### config.mk
export PLATFORM = sky130hd
export DESIGN_NAME = up_mixer
export DESIGN_NICKNAME = d
export VERILOG_FILES = /design/src/rtl/Structures.sv /design/src/rtl/up_mixer.sv
export SDC_FILE = /design/constraint.sdc
export NUM_CORES = 2
export LEC_CHECK = 0
export CORE_UTILIZATION = 30
export DETAILED_ROUTE_END_ITERATION = 16
export MAX_ROUTING_LAYER = met4
export PLACE_DENSITY = 0.51
export SYNTH_ARGS = -nofsm -noshare
export SYNTH_HDL_FRONTEND = slang
export SYNTH_SLANG_ARGS = --single-unit
### constraint.sdc
create_clock -name ipClk -period 8.5 [get_ports ipClk]
set_input_delay 1.275 -clock ipClk [delete_from_list [all_inputs] [get_ports ipClk]]
set_output_delay 1.275 -clock ipClk [all_outputs]
set_load 0.05 [all_outputs]
### src/rtl/Structures.sv
// Shared stream types and scaling constants used by the receive Mixer and by up_mixer.
package Structures;

   typedef struct packed {
      logic signed [17:0] I;
      logic signed [17:0] Q;
      logic               Valid;
   } COMPLEX_STREAM;

   typedef struct packed {
      logic signed [15:0] Data;
      logic               Valid;
   } DATA_STREAM;

   localparam int SAMPLE_WIDTH  = 18;
   localparam int OUTPUT_WIDTH  = 16;
   localparam int PRODUCT_WIDTH = 36;
   localparam int SUM_WIDTH     = 37;
   localparam int TRUNC_SHIFT   = 19;

   // Clips a Q3.15 value to Q1.15; returns {clipped, data}.
   function automatic logic [OUTPUT_WIDTH:0] saturateQ315(input logic [SAMPLE_WIDTH-1:0] x);
      logic [2:0] guard;
      guard = x[SAMPLE_WIDTH-1:OUTPUT_WIDTH-1];
      if (guard == 3'b000 || guard == 3'b111) return {1'b0, x[OUTPUT_WIDTH-1:0]};
      else if (x[SAMPLE_WIDTH-1])             return {1'b1, 16'h8000};
      else                                    return {1'b1, 16'h7FFF};
   endfunction

endpackage

### src/rtl/up_mixer.sv
// Real-output quadrature upconverter: y = I*cos - Q*sin, floored and saturated to Q1.15.
module up_mixer
   import Structures::*;
(
   input  logic          ipClk,
   input  logic          ipReset,
   input  COMPLEX_STREAM ipInput,
   input  COMPLEX_STREAM ipNCO,
   output DATA_STREAM    opOutput,
   output logic          opSaturated
);

   logic signed [SAMPLE_WIDTH-1:0]  holdCos, holdSin;
   logic signed [SAMPLE_WIDTH-1:0]  selCos, selSin;
   logic signed [SAMPLE_WIDTH-1:0]  s1I, s1Q, s1Cos, s1Sin;
   logic signed [PRODUCT_WIDTH-1:0] mulI, mulQ, prodI, prodQ;
   logic signed [SUM_WIDTH-1:0]     diff;
   logic [OUTPUT_WIDTH:0]           satResult;
   logic [3:0]                      validPipe;

   // A same-cycle NCO update wins over the holding register.
   assign selCos = ipNCO.Valid ? ipNCO.I : holdCos;
   assign selSin = ipNCO.Valid ? ipNCO.Q : holdSin;

   assign satResult = saturateQ315(SAMPLE_WIDTH'(diff >>> TRUNC_SHIFT));

   // NOTE: only control state is reset; a flushed valid pipe makes stale data unobservable.
   always_ff @(posedge ipClk) begin
      if (ipReset) begin
         holdCos     <= '0;
         holdSin     <= '0;
         validPipe   <= '0;
         opOutput    <= '0;
         opSaturated <= 1'b0;
      end else begin
         if (ipNCO.Valid) begin
            holdCos <= ipNCO.I;
            holdSin <= ipNCO.Q;
         end
         validPipe      <= {validPipe[2:0], ipInput.Valid};
         opOutput.Valid <= validPipe[3];
         opSaturated    <= validPipe[3] & satResult[OUTPUT_WIDTH];
         if (validPipe[3]) opOutput.Data <= satResult[OUTPUT_WIDTH-1:0];
      end
   end

   // Products take two register levels (DSP M and P), giving four edges from capture to output.
   always_ff @(posedge ipClk) begin
      if (ipInput.Valid) begin
         s1I   <= ipInput.I;
         s1Q   <= ipInput.Q;
         s1Cos <= selCos;
         s1Sin <= selSin;
      end
      if (validPipe[0]) begin
         mulI <= PRODUCT_WIDTH'(s1I) * PRODUCT_WIDTH'(s1Cos);
         mulQ <= PRODUCT_WIDTH'(s1Q) * PRODUCT_WIDTH'(s1Sin);
      end
      if (validPipe[1]) begin
         prodI <= mulI;
         prodQ <= mulQ;
      end
      if (validPipe[2]) diff <= SUM_WIDTH'(prodI) - SUM_WIDTH'(prodQ);
   end

endmodule

---- Word level (Yosys, flattened, before mapping) ----
Cells that the tools add are included.
storage, ports and cells
  input bits .............................. 76
  register bits after elaboration ......... 311
  logic and storage cells ................. 26
cells by class
  add/subtract/negate cells ............... 1
  equality and inequality tests ........... 1
  muxes and demuxes ....................... 4
  reductions and logical operators ........ 2
  bitwise gates (word level) .............. 1
  $mul .................................... 2
operators by type and width
  operator              count
  $mul A18 B18 Y36      2
  $sub A36 B36 Y37      1
  $mux W18              2
  $mux W17              1
  $mux W16              1
  $eq A3 B3 Y1 const B  1
  $logic_not A3 Y1      1
  $and A1 B1 Y1         1
  $logic_or A1 B1 Y1    1

---- Depth between registers and ports, before layout ----
  depth in word-level cells ............... 4
  mapped depth ............................ 25
  mapped depth without buffers ............ 23

---- Least setup slack after synthesis ----
No wires, ideal clock.
  path type ............................... flip-flop to flip-flop
  start ................................... register s1I[17]
  end ..................................... register mulI[35], data pin
  stages on the path, launching flop included .. 21
  required time ........................... 8.365 ns
  setup time .............................. 0.135 ns
  slack ................................... 2.237 ns
  data arrival time ....................... 6.128 ns
  clock period less this slack ............ 6.263 ns
  path through ............................ edfxtp_1 clkbuf_1 nand2_1 fa_1 inv_1 fa_1 inv_1 fa_1 inv_1 fa_1 fa_1 inv_1 fa_1 inv_1 ha_1 and3_1 a221o_1 a22oi_2 a31oi_1 or4_1 nand3_1
between the ends
  cells in the longest elaborated chain, start to end .. 1
ends and longest elaborated chain
  what                    RTL line        text
  from (decl)             up_mixer.sv:15  logic signed [SAMPLE_WIDTH-1:0] s1I, s1Q, s1Cos, s1Sin;
  from (signal assigned)  up_mixer.sv:50  s1I <= ipInput.I;
  $mul A18 B18 Y36        up_mixer.sv:56  mulI <= PRODUCT_WIDTH'(s1I) * PRODUCT_WIDTH'(s1Cos);
  to (signal assigned)    up_mixer.sv:56
  to (decl)               up_mixer.sv:16  logic signed [PRODUCT_WIDTH-1:0] mulI, mulQ, prodI, prodQ;
No other way between the ends.
A chain may end at the register's enable or synchronous reset.

---- Final worst setup path ----
  start ................................... register s1Sin[3]
  end ..................................... register mulQ[35], data pin
between the ends
  cells in the longest elaborated chain, start to end .. 1
ends and longest elaborated chain
  what                    RTL line        text
  from (decl)             up_mixer.sv:15
  from (signal assigned)  up_mixer.sv:53  s1Sin <= selSin;
  $mul A18 B18 Y36        up_mixer.sv:57  mulQ <= PRODUCT_WIDTH'(s1Q) * PRODUCT_WIDTH'(s1Sin);
  to (signal assigned)    up_mixer.sv:57
  to (decl)               up_mixer.sv:16
No other way between the ends.

==> results_dict.tcl <==
set metrics [dict create \
    die_w_um 342 \
    gp_congestion 0.812 \
    start_util_pct 30.3 \
    synth.area.top_cells "fa_1, edfxtp_1, inv_1" \
    row_count 124 \
    numCtsBuffers 39 \
    hold_viol 0 \
    synth_most_common_cell "inv_1" \
    routedWlPerCell_um 16.3 \
    netlist.area_leader.share_pct 38.0 \
    multi_input_area_sq_um 23100 \
    tightest_slew_ns 1.13 \
    fillers 11800 \
    synthTopCellsByCount "inv_1, fa_1, and2_1" \
    syn_avg_cell_area_sq_um 10.5 \
    grt_pass1_wl_mm 131 \
    worstPathArrival_ns 7.49 \
    die_h_um 342 \
    gr-total-overflow 0 \
    crit_required_ns 8.82 \
    cts_resized 0 \
    drv_cap 0 \
    synth_nets 4258 \
    htreeDepth 2 \
    path_class "register to register" \
    antenna_cells 0 \
    cts.reportedPaths.clkPinSlew_ns 0.07 \
    critPathLaunchType "register" \
    drtIter0Drc 1009 \
    maxSlewHeadroom_pct 24.1 \
    insertion_delay_ns 0.62 \
    violations "DRC" \
    syn_inst 3303 \
    routed_wl_mm 79.9 \
    yosysUniqueCellTypes 62 \
    cts_buffer_depth 3 \
    ys_seq_area_share_pct 23.6 \
    ys.flop_type "edfxtp_1" \
    cts_root_buffer "clkbuf_16" \
    grt_pass1_vias 23900 \
    setup_viol 0 \
    io_buffers 93 \
    grt_max_degree 74 \
    drtPass1Iterations 11 \
    status "finished with violations" \
    grt_use_total_pct 14.8 \
    finalSetupTns_ns 0 \
    synth-edff-count 234 \
    drive_gt1_share_pct 3.56 \
    antenna_found_initial 3 \
    num_vias 21900 \
    endpoint_kind "register" \
    area_growth_syn_to_layout_pct 11.0 \
    fin_crit_ns 7.16 \
    async_flop_share_pct 0 \
    cts_tree "built" \
    rsz0062_at_grt "false" \
    finalCritPeriodShare_pct 84.3 \
    fmax_mhz 140 \
    fin_skew_ns 0.0449 \
    cts_setup_buffers 0 \
    ys_seq_elements 292 \
    ff_latch_area_sq_um 8190 \
    vias_per_cell 4.49 \
    worstHoldPathType "register to register" \
    yosys_warnings 0 \
    cts_sinks 292 \
    syn_area_sq_um 34700 \
    core_area_sq_um 115000 \
    ant_nets 0 \
    die_area_sq_um 117000 \
    drc_errors 14 \
    critPathMaxFanout 18 \
    holdBufCountCts 0 \
    nNetsFinal 4300 \
    drv_slew 0 \
    hpwl_mm 63.7 \
    ios 94 \
    yosysTopAreaCell "fa_1" \
]
registers in the layout (all words and copies together), names as in the netlist:
register and cells:
prodI 36, s1Q 18, s1Sin 18, s1Cos 18
holdCos 18, validPipe 4, s1I 18, prodQ 36
diff 18, opOutput 17, opSaturated 1, mulQ 36
holdSin 18, mulI 36
routing by layer:
layer / track usage (%) / share of wire, %
met3: 2.22 / 4.1
met2: 24.7 / 50
met4: 2.67 / 1.7
met1: 19.1 / 44
met5: - / 0
cells in the final DEF, fill, tap and decap left out, drive strengths merged, types with 4 or more instances in the layout:
cell type / n
and3: 10
o21ai: 59
nand2: 318
dfxtp: 58
mux2: 36
inv: 799
nor2: 65
buf: 12
a211oi: 17
xor2: 17
nand2b: 34
nand4: 5
o21a: 7
a311oi: 4
edfxtp: 234
xnor2: 65
nor3: 8
o21bai: 11
and2: 329
clkdlybuf4s50: 90
a21o: 24
nand3: 19
clkinv: 13
o211ai: 11
nor2b: 52
a31oi: 9
a21oi: 81
ha: 221
clkbuf: 50
fa: 658
per-stage QoR:
stage	cells	worst slack (ns)	instance area, sq um	hold slack, ns	util, %
2_1_floorplan	3303	2.24	34700	0.400	-
3_3_place_gp	4816	1.43	37200	0.403	32.5
3_5_place_dp	4816	1.43	37200	0.405	32.5
4_1_cts	4887	1.34	38500	0.363	33.6
5_1_grt	4887	0.794	38500	0.389	33.6
6_report	4887	1.34	38500	0.381	33.6
worst max-delay path, cell delays in order (launching register included):
cell and delay (ns):
edfxtp_1 0.81, nand2_1 0.27, fa_1 0.60, inv_1 0.14, fa_1 0.53, inv_1 0.06, fa_1 0.49, inv_1 0.05
fa_1 0.56, fa_1 0.51, inv_1 0.05, fa_1 0.49, inv_1 0.04, ha_1 0.31, nand3_1 0.15, a211oi_1 0.35
o211ai_1 0.26, a31oi_1 0.34, a31oi_1 0.21, a21oi_1 0.31, and4_1 0.23, nor3_1 0.07
final timing paths:
path | start | endpoint | slack (ns) | cells after the start
max reg2reg | s1Sin[3] | mulQ[35] | 1.34 | 21
min | mulQ[7] | prodQ[7] | 0.38 | 0
max | s1Sin[3] | mulQ[35] | 1.34 | 21
min reg2reg | mulQ[7] | prodQ[7] | 0.38 | 0
logic make-up after synthesis:
logic type	after synthesis	share of synthesized area [%]
buf+inv	895	9.69
fa+ha+maj	879	45.9
simple gates	860	12.7
flops	292	23.6
compound gates	258	4.80
xor+xnor	82	2.07
mux	37	1.20
layout make-up:
cell class,count,area share [%]
clock buffers,50,2.69
well taps,1512,4.91
multi-input cells,2116,60.1
flip-flops and latches,292,21.3
clock inverters,21,0.728
inverters,794,7.74
repair buffers,102,2.56
Power is not shown: default switching activity piles up to over one toggle a cycle in this logic, so the estimate is an artifact.
